--- src/rtl/geri_yaz_hakem.sv ---
// Write-back arbiter: KAYNAK producers, each with a one-entry holding slot,
// share a single register-file write port through a round-robin grant.
module geri_yaz_hakem #(
    parameter int VERI_BIT  = 32,
    parameter int ADRES_BIT = 5,
    parameter int KAYNAK    = 3
) (
    input  logic                          clk_i,
    input  logic                          rst_i,
    input  logic [KAYNAK-1:0]             kaynak_gecerli_i,
    output logic [KAYNAK-1:0]             kaynak_hazir_o,
    input  logic [KAYNAK*ADRES_BIT-1:0]   kaynak_hedef_i,
    input  logic [KAYNAK*VERI_BIT-1:0]    kaynak_veri_i,
    output logic                          yazmaca_yaz_o,
    output logic [ADRES_BIT-1:0]          hedef_yazmaci_o,
    output logic [VERI_BIT-1:0]           yazmac_veri_o,
    output logic                          mesgul_o
);

    localparam int PW = (KAYNAK > 1) ? $clog2(KAYNAK) : 1;

    logic [KAYNAK-1:0]    dolu_q, dolu_d;
    logic [ADRES_BIT-1:0] hedef_q [KAYNAK];
    logic [ADRES_BIT-1:0] hedef_d [KAYNAK];
    logic [VERI_BIT-1:0]  veri_q  [KAYNAK];
    logic [VERI_BIT-1:0]  veri_d  [KAYNAK];
    logic [PW-1:0]        isaretci_q, isaretci_d;
    logic                 yaz_q, yaz_d;
    logic [ADRES_BIT-1:0] cikis_hedef_q, cikis_hedef_d;
    logic [VERI_BIT-1:0]  cikis_veri_q, cikis_veri_d;

    logic                 hibe;
    logic [PW-1:0]        secilen;

    // Round-robin search: first occupied slot starting at the pointer, wrapping.
    // NOTE: every variable written in always_comb gets a default first, so no path leaves it unassigned and no latch is inferred.
    always_comb begin
        int idx;
        hibe    = 1'b0;
        secilen = '0;
        idx     = 0;
        for (int i = 0; i < KAYNAK; i++) begin
            idx = int'(isaretci_q) + i;
            if (idx >= KAYNAK) idx = idx - KAYNAK;
            if (!hibe && dolu_q[idx]) begin
                hibe    = 1'b1;
                secilen = PW'(idx);
            end
        end
    end

    // A slot being drained this cycle can be refilled at the same edge.
    always_comb begin
        for (int k = 0; k < KAYNAK; k++) begin
            kaynak_hazir_o[k] = !rst_i && (!dolu_q[k] || (hibe && secilen == PW'(k)));
        end
    end

    always_comb begin
        dolu_d        = dolu_q;
        hedef_d       = hedef_q;
        veri_d        = veri_q;
        isaretci_d    = isaretci_q;
        yaz_d         = 1'b0;
        cikis_hedef_d = cikis_hedef_q;
        cikis_veri_d  = cikis_veri_q;

        if (hibe) begin
            yaz_d           = (hedef_q[secilen] != '0);
            cikis_hedef_d   = hedef_q[secilen];
            cikis_veri_d    = veri_q[secilen];
            dolu_d[secilen] = 1'b0;
            isaretci_d      = (secilen == PW'(KAYNAK - 1)) ? '0 : secilen + PW'(1);
        end

        for (int k = 0; k < KAYNAK; k++) begin
            if (kaynak_gecerli_i[k] && kaynak_hazir_o[k]) begin
                dolu_d[k]  = 1'b1;
                hedef_d[k] = kaynak_hedef_i[k*ADRES_BIT +: ADRES_BIT];
                veri_d[k]  = kaynak_veri_i[k*VERI_BIT +: VERI_BIT];
            end
        end
    end

    // NOTE: sequential state uses non-blocking assignments so every flop samples pre-edge values.
    always_ff @(posedge clk_i) begin
        if (rst_i) begin
            dolu_q        <= '0;
            isaretci_q    <= '0;
            yaz_q         <= 1'b0;
            cikis_hedef_q <= '0;
            cikis_veri_q  <= '0;
        end else begin
            dolu_q        <= dolu_d;
            isaretci_q    <= isaretci_d;
            yaz_q         <= yaz_d;
            cikis_hedef_q <= cikis_hedef_d;
            cikis_veri_q  <= cikis_veri_d;
        end
    end

    // NOTE: slot payload is not reset; it is only ever read while its dolu flag is set.
    always_ff @(posedge clk_i) begin
        hedef_q <= hedef_d;
        veri_q  <= veri_d;
    end

    assign yazmaca_yaz_o   = yaz_q;
    assign hedef_yazmaci_o = cikis_hedef_q;
    assign yazmac_veri_o   = cikis_veri_q;
    assign mesgul_o        = |dolu_q;

endmodule

--- config.mk ---
export PLATFORM = sky130hd
export DESIGN_NAME = geri_yaz_hakem
export DESIGN_NICKNAME = d
export VERILOG_FILES = /design/src/rtl/geri_yaz_hakem.sv
export SDC_FILE = /design/constraint.sdc
export NUM_CORES = 1
export LEC_CHECK = 0
export BUFFER_PORTS_ARGS = -buffer_cell sky130_fd_sc_hd__buf_2
export CAP_MARGIN = 10
export CORE_MARGIN = 4
export CORE_UTILIZATION = 40
export CTS_CLUSTER_SIZE = 40
export DETAILED_ROUTE_END_ITERATION = 12
export PLACE_DENSITY = 0.64
export SLEW_MARGIN = 20
export SYNTH_ARGS = -nofsm -noshare
export SYNTH_HDL_FRONTEND = slang
export SYNTH_SLANG_ARGS = --single-unit
--- constraint.sdc ---
create_clock -name clk_i -period 6.96 [get_ports clk_i]
set_clock_uncertainty 0.1 [all_clocks]
set_input_delay 1.74 -clock clk_i [delete_from_list [all_inputs] [get_ports clk_i]]
set_output_delay 1.74 -clock clk_i [all_outputs]
set_load 0.01 [all_outputs]
== After elaboration in Yosys (flattened, before gate mapping) ==
Index checks and enable logic that the tools add are counted.
Cells by class
  order comparisons: 9
  add/sub/neg operators: 6
  div/mod/pow operators: 0
  shift operators: 0
  bitwise operators: 4
  equal/unequal tests: 2
  multipliers: 0
  mux-type cells: 31
  reduce and logical (&&, ||, !) cells: 28
Operators with widths (count)
  $mux W32: 5
  $lt A32 B4 Y1 const B: 3
  $bmux W32 S2: 1
  $mux W1: 13
  $logic_and A1 B1 Y1: 12
  $bmux W5 S2: 1
  $mux W5: 2
  $mux W2: 4
  $sub A3 B2 Y4 const B: 2
  $bmux W1 S2: 3
  $ge A3 B2 Y1 const B: 2
  $logic_not A1 Y1: 6
  $reduce_bool A2 Y1: 3
  $reduce_bool A5 Y1: 1
  $add A2 B1 Y3 const B: 1
  $add A2 B2 Y3 const B: 1
  $and A3 B3 Y3: 1
  $ge A3 B3 Y1 const B: 1
  $logic_or A1 B1 Y1: 3
  $lt A2 B3 Y1 const B: 1
  $mux W3: 1
  $not A2 Y3: 1
  $not A3 Y3: 1
  $reduce_or A3 Y1: 1
  10 further kinds: 10
Word-level totals
  logic and storage cells: 93
  register bits after elaboration: 154
  latch bits: 0
  RAM bits: 0
  memories: 0
  bits in read-only memories: 0
  output and inout port bits: 42

== Logic depth before layout (Yosys ltp) ==
  word-level depth: 20
  gate-level depth with buffers: 11
  mapped depth without buffers: 8

== Worst setup path after synthesis ==
OpenSTA, ideal clock, no wires.
  kind: register to register
  from: register isaretci_q[1]
  to: register hedef_q[0] in the netlist's numbering (enable)
  arrival time: 4.804 ns
  data required time: 6.375 ns
  path buffers: 1
  library setup time: 0.485 ns
  setup slack: 1.571 ns
  cell stages (with the launch flop): 10
  cell sequence: dfxtp_1 -> inv_1 -> ha_1 -> buf_6 -> mux2_4 -> mux2_4 -> a311o_4 -> and2_1 -> o21ai_0 -> nor3b_1
On the way
  cells in the longest elaborated chain, start to end: 17
  elaborated cells on any way between the ends: 35
RTL lines
  from (decl): line 27  | logic [PW-1:0] isaretci_q, isaretci_d;
  from (signal assigned): line 95  | isaretci_q <= isaretci_d;
  branches (longest 13 deep; another with $sub A3 B2 Y4)
  $logic_and A1 B1 Y1 (*): line 55  | kaynak_hazir_o[k] = !rst_i && (!dolu_q[k] || (hibe && secilen == PW'(k)));
  $logic_or A1 B1 Y1 (*): line 55
  $logic_and A1 B1 Y1 (*): line 55
  $logic_and A1 B1 Y1 (*): line 77  | if (kaynak_gecerli_i[k] && kaynak_hazir_o[k]) begin
  to (signal assigned): line 104  | hedef_q <= hedef_d;
  to (decl): line 23  | logic [ADRES_BIT-1:0] hedef_q [KAYNAK];
Mark *: on every way between the ends. The select of a mux whose other input is x is not followed.
A chain may end at the register's enable or synchronous reset.

== Worst setup path in the final report ==
  from: register isaretci_q[1]
  to: output kaynak_hazir_o[0]
On the way
  cells in the longest elaborated chain, start to end: 16
  elaborated cells on any way between the ends: 34
RTL lines
  branches (longest 13 deep; another with $sub A3 B2 Y4)
  $logic_and A1 B1 Y1 (*): line 55
  $logic_or A1 B1 Y1 (*): line 55
  $logic_and A1 B1 Y1 (*): line 55
  to (decl): line 11  | output logic [KAYNAK-1:0] kaynak_hazir_o,
Marked as above.

==> metrics.md <==
| Metric | Value |
|---|---|
| Post-CTS Setup Repair Bufs | 0 |
| Drt initial violations | 331 |
| DRC | 0 |
| Run status | complete, no violations |
| TritonCTS Buffers | 17 |
| Std-Cell Rows | 44 |
| Worst hold path type | reg2reg |
| Seq/Total Area, Yosys | between 70% and 80% |
| Clk root buf | clkbuf_16 |
| Critical path capture point type | output pin |
| Congestion Overflow GR | 0 |
| Skew-Pair Late Insertion Delay | 0.41 ns |
| Hold slack | around 0.35 ns |
| Required time worst endpoint | 5.12 ns |
| Pleak | around 2.9 nW |
| YS warnings | 0 |
| Ys flop type | edfxtp_1 |
| DIE WIDTH | 129.3 µm |
| Die area | 16730 µm² |
| Maximum clock path buffer count | 2 |
| TritonCTS clock tree | done |
| RSZ-0062 raised after global routing | no |
| CP arrival | 3.72 ns |
| Setup violators final | 0 |
| # IOs | 158 |
| PostCTS Resize Cnt | 0 |
| Post-route ant nets | 0 |
| HPWL after detailed placement | 9.335 mm |
| Ant. Diodes | 0 |
| Global-route wire length before repair | between 20 and 25 mm |
| Largest net degree at the start of global routing | 44 |
| Nets | 714 |
| Share of cells above drive strength 1 | 33.94% |
| I/O Buffers | 157 |
| Post-Syn Nets | 563 |
| Gpl congestion | between 0.7 and 0.8 |
| Max-Cap Viols | 0 |
| Mapped Area | 5888 µm² |
| Clk sinks | 154 |
| Count of flip-flops with a built-in enable after synthesis | 111 |
| Initial antenna violation count | 0 |
| Minimum clock period | 5.561 ns |
| Pwr/cell area | 404.1 nW/µm² |
| H-Tree Level Count | 4 |
| Final hold vios | 0 |
| Initial Utilization | 40.67% |
| Syn-to-layout area delta | 25.73% |
| DR WL/cell | 17.60 µm |
| Slew HR | 37.70% |
| F_max | about 0.18 GHz |
| Fraction of registers with async set/reset | 0% |
| Crit path max fanout | 36 |
| Vias in the first global route | just over 4000 |
| Syn_area_per_cell | roughly 13 µm² |
| Worst-Margin Slew | 0.9344 ns |
| Startpoint Class | flip-flop |
| Library cells used by synthesis | 46 |
| Clock Pin Slew Worst Setup and Hold Paths | about 0.060 ns |
| Synth Register Bits | 154 |
| TNS Setup | 0 ns |
| Die Y | approximately 130 µm |
| Max-slew violation count | 0 |
| Routed wire length | 13.92 mm |
| Critical path class | reg2out |
| All-Layer GR Usage | 16.62% |
| Cells after synthesis | between 400 and 500 |
| Hold_buf cts | 0 |
| VDD IR max | 0.2182 mV |
| Vias per cell | 5.233 |
| Via count | 4139 |
| Period utilization | 79.90% |
| TritonRoute pass-1 iters | 5 |
| Core region area | 14480 µm² |
## layout make-up
cell class                 instances  area, µm²
fill                            1285       7076
sequential                       154       4194
multi-input combinational        250       1538
timing repair buffer             163      830.8
clock buffer                      21      470.5
tap                              184      230.2
clock inverter                    11      110.1
inverter                           8      30.03
## synth_stat cells (all sizes together), types with 2 or more instances
library cell	n	area share (%)
nor2b	4	0.42
clkbuf	19	1.2
inv	8	0.51
a32o	2	0.34
edfxtp	111	57
o31ai	3	0.38
o21ai	75	6.4
and2	3	0.32
o311ai	2	0.30
a21boi	2	0.26
mux2	2	0.51
nand3b	3	0.38
buf	12	1.3
and3	36	3.8
dfxtp	43	15
o22ai	3	0.32
nand3	2	0.17
a21oi	9	0.76
a211oi	35	4.5
nor2	4	0.25
mux2i	2	0.34
nor3b	3	0.55
ha	4	0.85
nand2	42	2.7
## power by group
part	total, mW	switching, mW	internal (mW)	leakage [nW]
combinational	0.890	0.566	0.324	1.25
clock	0.895	0.368	0.526	0.284
sequential	1.21	0.0634	1.14	1.39
total	2.99	0.998	1.99	2.92
## through the flow
stage | worst slack [ns] | total power [mW] | cells | instance area, µm² | utilization [%]
finish | 1.399 | 2.992 | 791 | 7403 | 51.13
CTS | 1.377 | 3.022 | 791 | 7403 | 51.13
detailed placement | 1.824 | 2.126 | 759 | 6823 | 47.12
global route | 1.081 | 3.170 | 791 | 7403 | 51.13
floorplan | 1.571 | 1.837 | 443 | 5888 | -
global placement | 1.985 | 2.092 | 759 | 6823 | 47.12
## flip-flops by register name, summed over array words and instances (netlist names)
register         count
veri_q              96
yazmaca_yaz_o        1
yazmac_veri_o       32
hedef_q             15
dolu_q               3
isaretci_q           2
hedef_yazmaci_o      5
## per-layer routing
layer  wire, µm  share of wire, %  global-route usage [%]
met1       6115                44                   21.11
met2       6726                48                   27.10
met3        893               6.4                   5.111
met4        182               1.3                   5.744
met5          0                 0                       0
## cells by family after synthesis
kind of cell | after synthesis | synth area share [%]
flops | 154 | 71.23
compound gates | 141 | 14.87
simple gates | 101 | 9.137
buf+inv | 39 | 3.060
mux | 4 | 0.8500
fa+ha+maj | 4 | 0.8500
## layout by cell type (no fill, tap or decap), types with 3 or more instances in the layout
cell	synthesis	layout
o22ai_1	3	3
and3_1	36	36
dfxtp_1	43	43
inv_1	8	8
buf_2	8	157
o21ai_1	5	5
edfxtp_1	111	111
nand2_1	41	41
clkbuf_8	0	3
buf_4	2	6
ha_1	4	4
nor2_1	4	3
a21oi_1	9	9
o31ai_1	3	3
nand3b_1	3	3
nor2b_1	4	3
o21ai_0	70	70
clkbuf_16	0	17
a211oi_1	35	35
## path summary, 6_finish.rpt
path / slack, ns / cells after the start / startpoint / end
min reg2reg: 0.35 / 2 / hedef_yazmaci_o[1] / hedef_yazmaci_o[1]
max: 1.40 / 10 / isaretci_q[1] / kaynak_hazir_o[0]
min: 0.35 / 2 / hedef_yazmaci_o[1] / hedef_yazmaci_o[1]
max reg2reg: 3.18 / 10 / isaretci_q[0] / hedef_q[3]
## critical path: stages (launching register included)
cell,delay (ns)
dfxtp_1,0.34
inv_1,0.09
ha_1,0.34
mux2_4,0.35
mux2_4,0.30
nand2_1,0.48
buf_4,0.36
nand2_2,0.46
nand3_1,0.31
a21oi_1,0.10
buf_2,0.16
No activity file was read; power rests on OpenSTA's default activity.
